===== config.mk =====
export PLATFORM = sky130hd
export DESIGN_NAME = ms_io_mailbox
export DESIGN_NICKNAME = d
export VERILOG_FILES = /design/src/rtl/ms_io_mailbox.sv
export SDC_FILE = /design/constraint.sdc
export NUM_CORES = 1
export LEC_CHECK = 0
export CAP_MARGIN = 20
export CORE_ASPECT_RATIO = 1.25
export CORE_MARGIN = 5
export CORE_UTILIZATION = 35
export CTS_CLUSTER_DIAMETER = 30
export DETAILED_ROUTE_END_ITERATION = 8
export GPL_TIMING_DRIVEN = 0
export PLACE_DENSITY = 0.52
export SLEW_MARGIN = 20
export SYNTH_ARGS = -nofsm -noshare
export SYNTH_HDL_FRONTEND = slang
export SYNTH_SLANG_ARGS = --single-unit

===== constraint.sdc =====
create_clock -name AClkH -period 5.9 [get_ports AClkH]
set_clock_uncertainty 0.1 [all_clocks]
set_input_delay 0.885 -clock AClkH [delete_from_list [all_inputs] [get_ports AClkH]]
set_output_delay 0.885 -clock AClkH [all_outputs]
set_load 0.02 [all_outputs]

===== src/rtl/ms_io_mailbox.sv =====
// IO-bus mailbox: CPU DATA writes feed a TX stream FIFO, DATA reads drain an RX stream FIFO.
// Reads take two cycles (busy, then data); writes complete in the access cycle.
module ms_io_mailbox #(
    parameter logic [15:0] CAddrBase  = 16'h0040,
    parameter int unsigned CDepthLog2 = 4
) (
    input  logic        AClkH,
    input  logic        AResetH,
    input  logic        AClkHEn,
    input  logic [15:0] AIoAddr,
    input  logic [63:0] AIoMosi,
    input  logic [3:0]  AIoWrSize,
    input  logic [3:0]  AIoRdSize,
    output logic [63:0] AIoMiso,
    output logic        AIoBusy,
    output logic [31:0] ATxData,
    output logic        ATxValid,
    input  logic        ATxReady,
    input  logic [31:0] ARxData,
    input  logic        ARxValid,
    output logic        ARxReady,
    output logic        AIrq
);

    localparam int unsigned Depth = 1 << CDepthLog2;
    localparam int unsigned CntW  = CDepthLog2 + 1;

    localparam logic [0:0] StIdle   = 1'b0;
    localparam logic [0:0] StRdWait = 1'b1;

    logic [0:0]            state_q, state_d;
    logic [1:0]            rd_off_q, rd_off_d;
    logic [31:0]           rd_data_q, rd_data_d;
    logic                  rd_empty_q, rd_empty_d;

    logic [31:0]           tx_mem_q [Depth];
    logic [CDepthLog2-1:0] tx_wr_ptr_q, tx_wr_ptr_d, tx_rd_ptr_q, tx_rd_ptr_d;
    logic [CntW-1:0]       tx_cnt_q, tx_cnt_d;
    logic [31:0]           rx_mem_q [Depth];
    logic [CDepthLog2-1:0] rx_wr_ptr_q, rx_wr_ptr_d, rx_rd_ptr_q, rx_rd_ptr_d;
    logic [CntW-1:0]       rx_cnt_q, rx_cnt_d;

    logic                  tx_ovf_q, tx_ovf_d;
    logic                  rx_udf_q, rx_udf_d;
    logic                  irq_rx_en_q, irq_rx_en_d;
    logic                  irq_txe_en_q, irq_txe_en_d;

    logic [15:0]           addr_off;
    logic [1:0]            off;
    logic                  hit, wr_hit, rd_start;
    logic                  tx_full, rx_full, rx_empty;
    logic                  tx_push, tx_pop, rx_push, rx_pop, flush;
    logic [31:0]           rx_head, rd_value;
    logic                  unused_bits;

    assign addr_off    = AIoAddr - CAddrBase;
    assign off         = addr_off[1:0];
    assign hit         = (AIoAddr >= CAddrBase) && (AIoAddr <= CAddrBase + 16'd3);
    assign wr_hit      = hit && (AIoWrSize != 4'h0);
    assign rd_start    = (state_q == StIdle) && hit && (AIoRdSize != 4'h0) && (AIoWrSize == 4'h0);
    assign unused_bits = ^{AIoMosi[63:32], addr_off[15:2]};

    assign tx_full  = (tx_cnt_q == CntW'(Depth));
    assign rx_full  = (rx_cnt_q == CntW'(Depth));
    assign rx_empty = (rx_cnt_q == '0);

    assign tx_push = wr_hit && (off == 2'd0) && !tx_full;
    assign tx_pop  = ATxValid && ATxReady;
    assign rx_push = ARxValid && ARxReady;
    // The pop only happens if the capture cycle saw data; an empty capture is an underflow.
    assign rx_pop  = (state_q == StRdWait) && (rd_off_q == 2'd0) && !rd_empty_q && !rx_empty;
    assign flush   = wr_hit && (off == 2'd2) && AIoMosi[2];

    assign rx_head = rx_empty ? 32'h0 : rx_mem_q[rx_rd_ptr_q];

    always_comb begin
        rd_value = '0;
        case (off)
            2'd0: rd_value = rx_head;
            2'd1: rd_value = {8'h0, 8'(rx_cnt_q), 8'(tx_cnt_q), 4'h0,
                              rx_udf_q, tx_ovf_q, rx_empty, tx_full};
            2'd2: rd_value = {30'h0, irq_txe_en_q, irq_rx_en_q};
            default: rd_value = '0;
        endcase
    end

    always_comb begin
        state_d      = state_q;
        rd_off_d     = rd_off_q;
        rd_data_d    = rd_data_q;
        rd_empty_d   = rd_empty_q;
        tx_ovf_d     = tx_ovf_q;
        rx_udf_d     = rx_udf_q;
        irq_rx_en_d  = irq_rx_en_q;
        irq_txe_en_d = irq_txe_en_q;

        if (state_q == StIdle) begin
            if (rd_start) begin
                state_d    = StRdWait;
                rd_off_d   = off;
                rd_data_d  = rd_value;
                rd_empty_d = (off == 2'd0) && rx_empty;
            end
        end else begin
            state_d = StIdle;
        end

        if (wr_hit && (off == 2'd1)) begin
            if (AIoMosi[2]) tx_ovf_d = 1'b0;
            if (AIoMosi[3]) rx_udf_d = 1'b0;
        end
        if (wr_hit && (off == 2'd2)) begin
            irq_rx_en_d  = AIoMosi[0];
            irq_txe_en_d = AIoMosi[1];
        end
        // New error events are applied after the clear so they win over W1C.
        if (wr_hit && (off == 2'd0) && tx_full) tx_ovf_d = 1'b1;
        if ((state_q == StRdWait) && (rd_off_q == 2'd0) && rd_empty_q) rx_udf_d = 1'b1;
    end

    always_comb begin
        tx_wr_ptr_d = tx_wr_ptr_q + CDepthLog2'(tx_push);
        tx_rd_ptr_d = tx_rd_ptr_q + CDepthLog2'(tx_pop);
        tx_cnt_d    = tx_cnt_q + CntW'(tx_push) - CntW'(tx_pop);
        rx_wr_ptr_d = rx_wr_ptr_q + CDepthLog2'(rx_push);
        rx_rd_ptr_d = rx_rd_ptr_q + CDepthLog2'(rx_pop);
        rx_cnt_d    = rx_cnt_q + CntW'(rx_push) - CntW'(rx_pop);
        if (flush) begin
            tx_wr_ptr_d = '0;
            tx_rd_ptr_d = '0;
            tx_cnt_d    = '0;
            rx_wr_ptr_d = '0;
            rx_rd_ptr_d = '0;
            rx_cnt_d    = '0;
        end
    end

    always_ff @(posedge AClkH) begin
        if (AResetH) begin
            state_q      <= StIdle;
            rd_off_q     <= '0;
            rd_data_q    <= '0;
            rd_empty_q   <= 1'b0;
            tx_wr_ptr_q  <= '0;
            tx_rd_ptr_q  <= '0;
            tx_cnt_q     <= '0;
            rx_wr_ptr_q  <= '0;
            rx_rd_ptr_q  <= '0;
            rx_cnt_q     <= '0;
            tx_ovf_q     <= 1'b0;
            rx_udf_q     <= 1'b0;
            irq_rx_en_q  <= 1'b0;
            irq_txe_en_q <= 1'b0;
        end else if (AClkHEn) begin
            state_q      <= state_d;
            rd_off_q     <= rd_off_d;
            rd_data_q    <= rd_data_d;
            rd_empty_q   <= rd_empty_d;
            tx_wr_ptr_q  <= tx_wr_ptr_d;
            tx_rd_ptr_q  <= tx_rd_ptr_d;
            tx_cnt_q     <= tx_cnt_d;
            rx_wr_ptr_q  <= rx_wr_ptr_d;
            rx_rd_ptr_q  <= rx_rd_ptr_d;
            rx_cnt_q     <= rx_cnt_d;
            tx_ovf_q     <= tx_ovf_d;
            rx_udf_q     <= rx_udf_d;
            irq_rx_en_q  <= irq_rx_en_d;
            irq_txe_en_q <= irq_txe_en_d;
        end
    end

    always_ff @(posedge AClkH) begin
        if (!AResetH && AClkHEn) begin
            if (tx_push) tx_mem_q[tx_wr_ptr_q] <= AIoMosi[31:0];
            if (rx_push && !flush) rx_mem_q[rx_wr_ptr_q] <= ARxData;
        end
    end

    assign AIoBusy  = rd_start;
    assign AIoMiso  = (state_q == StRdWait) ? {32'h0, rd_data_q} : '0;
    assign ATxValid = (tx_cnt_q != '0);
    assign ATxData  = tx_mem_q[tx_rd_ptr_q];
    assign ARxReady = !rx_full;
    assign AIrq     = (irq_rx_en_q && !rx_empty) || (irq_txe_en_q && (tx_cnt_q == '0));

endmodule


# Word-level counts from Yosys, hierarchy flattened
# Memories as Yosys holds them, arrays and structs flattened. A register that Yosys moved wholly into a read port is not among the register bits.
# Cells that the tools add are included.
[word_totals] elab_cells=104 register_bits=66 mem_count=2 mem_bits_rw=1024 in_bits=125 out_inout_bits=100
[classes] mux=27 eq_ne=4 n_addsub=9 n_lt_le_gt_ge=2 bitwise_logic=1 n_reduce_logical=45
[memory_table] name="rx_mem_q" depth=16 width=32 read_ports=1 rd_ports_with_merged_regs=1 wr=1 line="39" rtl="logic [31:0] rx_mem_q [Depth];"
[memory_table] name="tx_mem_q" depth=16 width=32 read_ports=1 rd_ports_with_merged_regs=1 wr=1 line="36" rtl="logic [31:0] tx_mem_q [Depth];"
[op_table] operator="$pmux W32 S3" count=1
[op_table] operator="$mux W32" count=2
[op_table] operator="$mux W4" count=8
[op_table] operator="$logic_and A1 B1 Y1" count=22
[op_table] operator="$add A4 B1 Y4" count=4
[op_table] operator="$ge A16 B7 Y1 const B" count=1
[op_table] operator="$le A16 B7 Y1 const B" count=1
[op_table] operator="$mux W1" count=14
[op_table] operator="$add A5 B1 Y5" count=2
[op_table] operator="$eq A5 B5 Y1 const B" count=2
[op_table] operator="$logic_not A5 Y1" count=2
[op_table] operator="$mux W5" count=2
[op_table] operator="$sub A5 B1 Y5" count=2
[op_table] operator="$reduce_and A3 Y1" count=3
[op_table] operator="$reduce_bool A2 Y1" count=4
[op_table] operator="$reduce_bool A4 Y1" count=2
[op_table] operator="$logic_not A1 Y1" count=6
[op_table] operator="$reduce_bool A5 Y1" count=1
[op_table] operator="$logic_not A2 Y1" count=2
[op_table] operator="$logic_not A4 Y1" count=1
[op_table] operator="$eq A2 B1 Y1 const B" count=1
[op_table] operator="$eq A2 B2 Y1 const B" count=1
[op_table] operator="$reduce_and A2 Y1" count=1
[op_table] operator="$sub A2 B1 Y2 const B" count=1
[op_table] operator="2 further kinds" count=2

# Depth between registers and ports, before layout
[depth] ltp_word=10 mapped_depth=16 depth_no_buf=15

# Worst setup path before layout
# Ideal clock, no wire load.
[synth_path] path_kind="input to register" start="input AIoWrSize[1]" end="memory rx_mem_q[0][0] (enable)" required_time_ns=5.339 slack_ns=0.881 stages=5 arrival_ns=4.458 cell_sequence="nor4_4 nor4_4 a41oi_1 or4b_1 nor3_1"
[synth_between] elab_chain_cells=9
[synth_rtl] item="start: declaration" line="12" rtl="input logic [3:0] AIoWrSize,"
[synth_rtl] item="$reduce_bool A4 Y1" line="59" rtl="assign wr_hit = hit && (AIoWrSize != 4'h0);"
[synth_rtl] item="$logic_and A1 B1 Y1" line="59"
[synth_rtl] item="$logic_and A1 B1 Y1 (2 in a row)" line="72" rtl="assign flush = wr_hit && (off == 2'd2) && AIoMosi[2];"
[synth_rtl] item="$logic_not A1 Y1" line="175" rtl="if (rx_push && !flush) rx_mem_q[rx_wr_ptr_q] <= ARxData;"
[synth_rtl] item="$logic_and A1 B1 Y1" line="175"
[synth_rtl] item="$mux W1" line="175"
[synth_rtl] item="$mux W1" line="173" rtl="if (!AResetH && AClkHEn) begin"
[synth_rtl] item="$mux W1 (implied by the code)" line="175"
[synth_rtl] item="end: declaration" line="39"
# No other way between the ends.

==> metrics.md <==
| Metric | Value |
|---|---|
| Outcome | complete, no violations |
| Total count of hold-check failures in the final report | 0 |
| Worst-path cell chain | clkbuf_1, buf_1, mux4_2, mux4_2, clkdlybuf4s50_1 |
| Synth Area in Simple Gates | 2.59% |
| Synth top area share | 72.7% |
| Worst path most repeated cell | mux4_2 |
| Starting DRT DRC Count | 1927 |
| GR Overflow Total | 0 |
| Worst setup margin | 0.597 ns |
| Total CTS buffers | 211 |
| Most area-hungry cell type in the Yosys netlist | edfxtp_1 |
| RSZ-0062 raised after global routing | false |
| Hold-fix buffers, CTS | 0 |
| Synth top area cells | edfxtp_1 (73%), mux4_2 (17%), dfxtp_1 (3.5%), ha_1 (0.59%), buf_4 (0.59%) |
| Reg2reg start | rx_cnt_q[2] |
| First drt pass iteration count | 5 |
| Vias | 21000 |
| Area of the multi-input gates | 9630 µm² |
| Max-Cap Viols | 0 |
| Maximum clock insertion buffer count | 3 |
| Reg clk slew, reported paths | 0.05 ns |
| DRT antenna net count | 0 |
| Post-layout total power | 0.0221 W |
| Routability Congestion | 0.747 |
| Die Height | 399 µm |
| Maximum vdd drop | 281 µV |
| Max-slew violations | 0 |
| Avg Cell Area, Syn | 22.3 µm² |
| Final count of negative-setup-slack endpoints | 0 |
| CTS root buffer | clkbuf_16 |
| Critical path type | flop to output port |
| Synth Area in Compound Gates | 1.27% |
| Antenna violations before repair | 18 |
| Register area | 32200 µm² |
| Largest family of logic cells by synthesized area | multiplexers |
| Num rows | 142 |
| Leakage power | 17.8 nW |
| CTS tree | yes |
| Vias in the first global route | 22700 |
| Period minus WS final | 5.30 ns |
| Hold Crit Start | rd_data_q[29] |
| Synthesis Warnings | 0 |
| Largest net degree at the start of global routing | 20 |
| Startpoint types | flop |
| XOR/XNOR share of the synthesized area | 0.249% |
| # nets final | 2522 |
| Core ar. | 120000 µm² |
| Adder-Cell Fraction of Synth Area | 0.686% |
| Synthesized area | 42300 µm² |
| Critical path arrival | 4.32 ns |
| Worst Setup End Kind | output port |
| Synthesized flop and latch total | 1098 |
| Post-CTS Setup Bufs | 0 |
| Highest cell delay on the worst timing path | 0.84 ns |
| CP required | 4.91 ns |
| CTS sink cnt | 1098 |
| DR WL/cell | 26.0 µm |
| First-pass GRT wire length | 157000 µm |
| # resized after CTS | 0 |
| Clock Latency Late Sink | 0.77 ns |
| Final WL | 108000 µm |
| Final period util | 89.9% |
| Vias per cell | 5.05 |
| Port Buffers | 158 |
| Chip Width | 321 µm |
| Seq/Total Area, Yosys | 76.2% |
| Starting density of the core | 35.3% |
| GR Util All Layers | 16.9% |
| DPL Wire Length | 71200 µm |
| Slew of the pin with the lowest slew margin | 1.12 ns |
| Fillers | 9976 |
| Fin util | 46.1% |
| H-tree Lvls | 4 |
| Multiplexer share of the synthesized area | 17.1% |
| Io pins | 225 |
| Synth cell types | 51 |
| Layout cells sized above 1 | 33.4% |
| Async S/R FF share, synth | 0% |
| Worst hold path type | flop to flop |
| Dpl ws | 0.599 ns |
| Max frequency | 189 MHz |
| Die area | 128000 µm² |
| Crit path max-delay cell type | buf_1 |
| Post-synth EDFFs | 1024 |
| DRC Markers | 0 |
| Area grow syn2layout | 30.7% |
| CP Max Fanout | 10 |
| Power per cell area | 399 nW/µm² |
| Ys flop type | edfxtp_1 |
| Max_slew headroom | 25.0% |
| Syn Inst Count | 1895 |
-- final cells by class --
cell class | count | area share, %
Sequential cell | 1098 | 58.3
Multi-Input combinational cell | 664 | 17.4
Clock buffer | 239 | 10.0
Timing Repair Buffer | 236 | 5.82
Tap cell | 1584 | 3.59
Clock inverter | 162 | 3.34
Buffer | 128 | 1.17
Inverter | 36 | 0.245
Antenna cell | 10 | 0.0453
-- cells in the mapped netlist (4+ instances only) --
cell type,count
nor3b_1,12
buf_4,33
nand4_1,9
a211o_1,14
buf_2,23
dfxtp_1,74
nand2_1,28
o21ai_1,10
mux2i_1,9
a22o_1,17
nor2b_1,5
clkbuf_1,60
buf_1,11
nor2_1,53
inv_1,35
a21oi_1,10
nor3_1,13
edfxtp_1,1024
nand2b_1,8
nand3b_1,5
and2_1,37
mux4_2,318
o21ai_0,13
ha_1,20
nand3_1,4
xor2_1,11
-- cell families (layout without fill, tap and decap cells) --
| kind of cell | Yosys count | after routing |
|---|---|---|
| flops | 1098 | 1098 |
| mux | 327 | 327 |
| simple gates | 195 | 195 |
| buf+inv | 164 | 801 |
| compound gates | 76 | 76 |
| fa+ha+maj | 22 | 22 |
| xor+xnor | 12 | 12 |
| other cells | 1 | 42 |
-- report_power, final --
group | total (W) | internal (W) | switching (W)
Clock | 0.0122 | 0.00820 | 0.00399
Sequential | 0.00860 | 0.00857 | 0.0000308
Combinational | 0.00129 | 0.000609 | 0.000676
-- path summary, 6_finish.rpt --
path,cells past startpoint,slack (ns),to
hold / removal,2,0.34,rd_data_q[29]
hold reg to reg,2,0.34,rd_data_q[29]
setup / recovery,5,0.60,ATxData[6]
setup reg to reg,11,2.18,rx_mem_q[0][29]
-- worst max-delay path, delay by kind of cell (launching register included) --
family   cells  cell delay [ns]
mux          2             1.16
flops        1             0.35
buf+inv      3             2.01
-- layer usage --
layer / vias to the layer above / part of all wire [%] / GRT usage, %
met5: - / 0.035 / 0
li1: 8956 / - / -
met1: 11200 / 40 / 20.9
met2: 670 / 52 / 29.5
met3: 154 / 6.6 / 4.50
met4: 6 / 1.8 / 4.41
-- placed cells by master (no fill, tap or decap), types with 29 or more instances in the layout --
cell and n:
bufinv_16 33, buf_4 47, clkinv_1 29, conb_1 32, dfxtp_1 74, inv_1 35
clkbuf_16 217, buf_16 45, and2_1 37, mux4_2 318, clkinv_2 37, clkbuf_1 75
edfxtp_1 1024, clkdlybuf4s50_1 158
-- sequential cells by signal, summed over array words and instances (netlist names), 5 cells and up, named ones only --
| register | count |
|---|---|
| rx_mem_q | 512 |
| tx_cnt_q | 5 |
| rd_data_q | 32 |
| tx_mem_q | 512 |
| rx_cnt_q | 5 |
-- per-stage QoR --
step / instance area [µm²] / std cells / TNS (ns) / hold WS [ns]
2_1_floorplan: 42400 / 1926 / 0 / 0.317
3_3_place_gp: 46000 / 3668 / -1363.78 / 0.325
3_5_place_dp: 47800 / 3744 / 0 / 0.334
4_1_cts: 55200 / 4145 / 0 / 0.341
5_1_grt: 55200 / 4147 / 0 / 0.355
6_report: 55300 / 4157 / 0 / 0.340
Note: power is estimated with default switching activity, not from simulation.
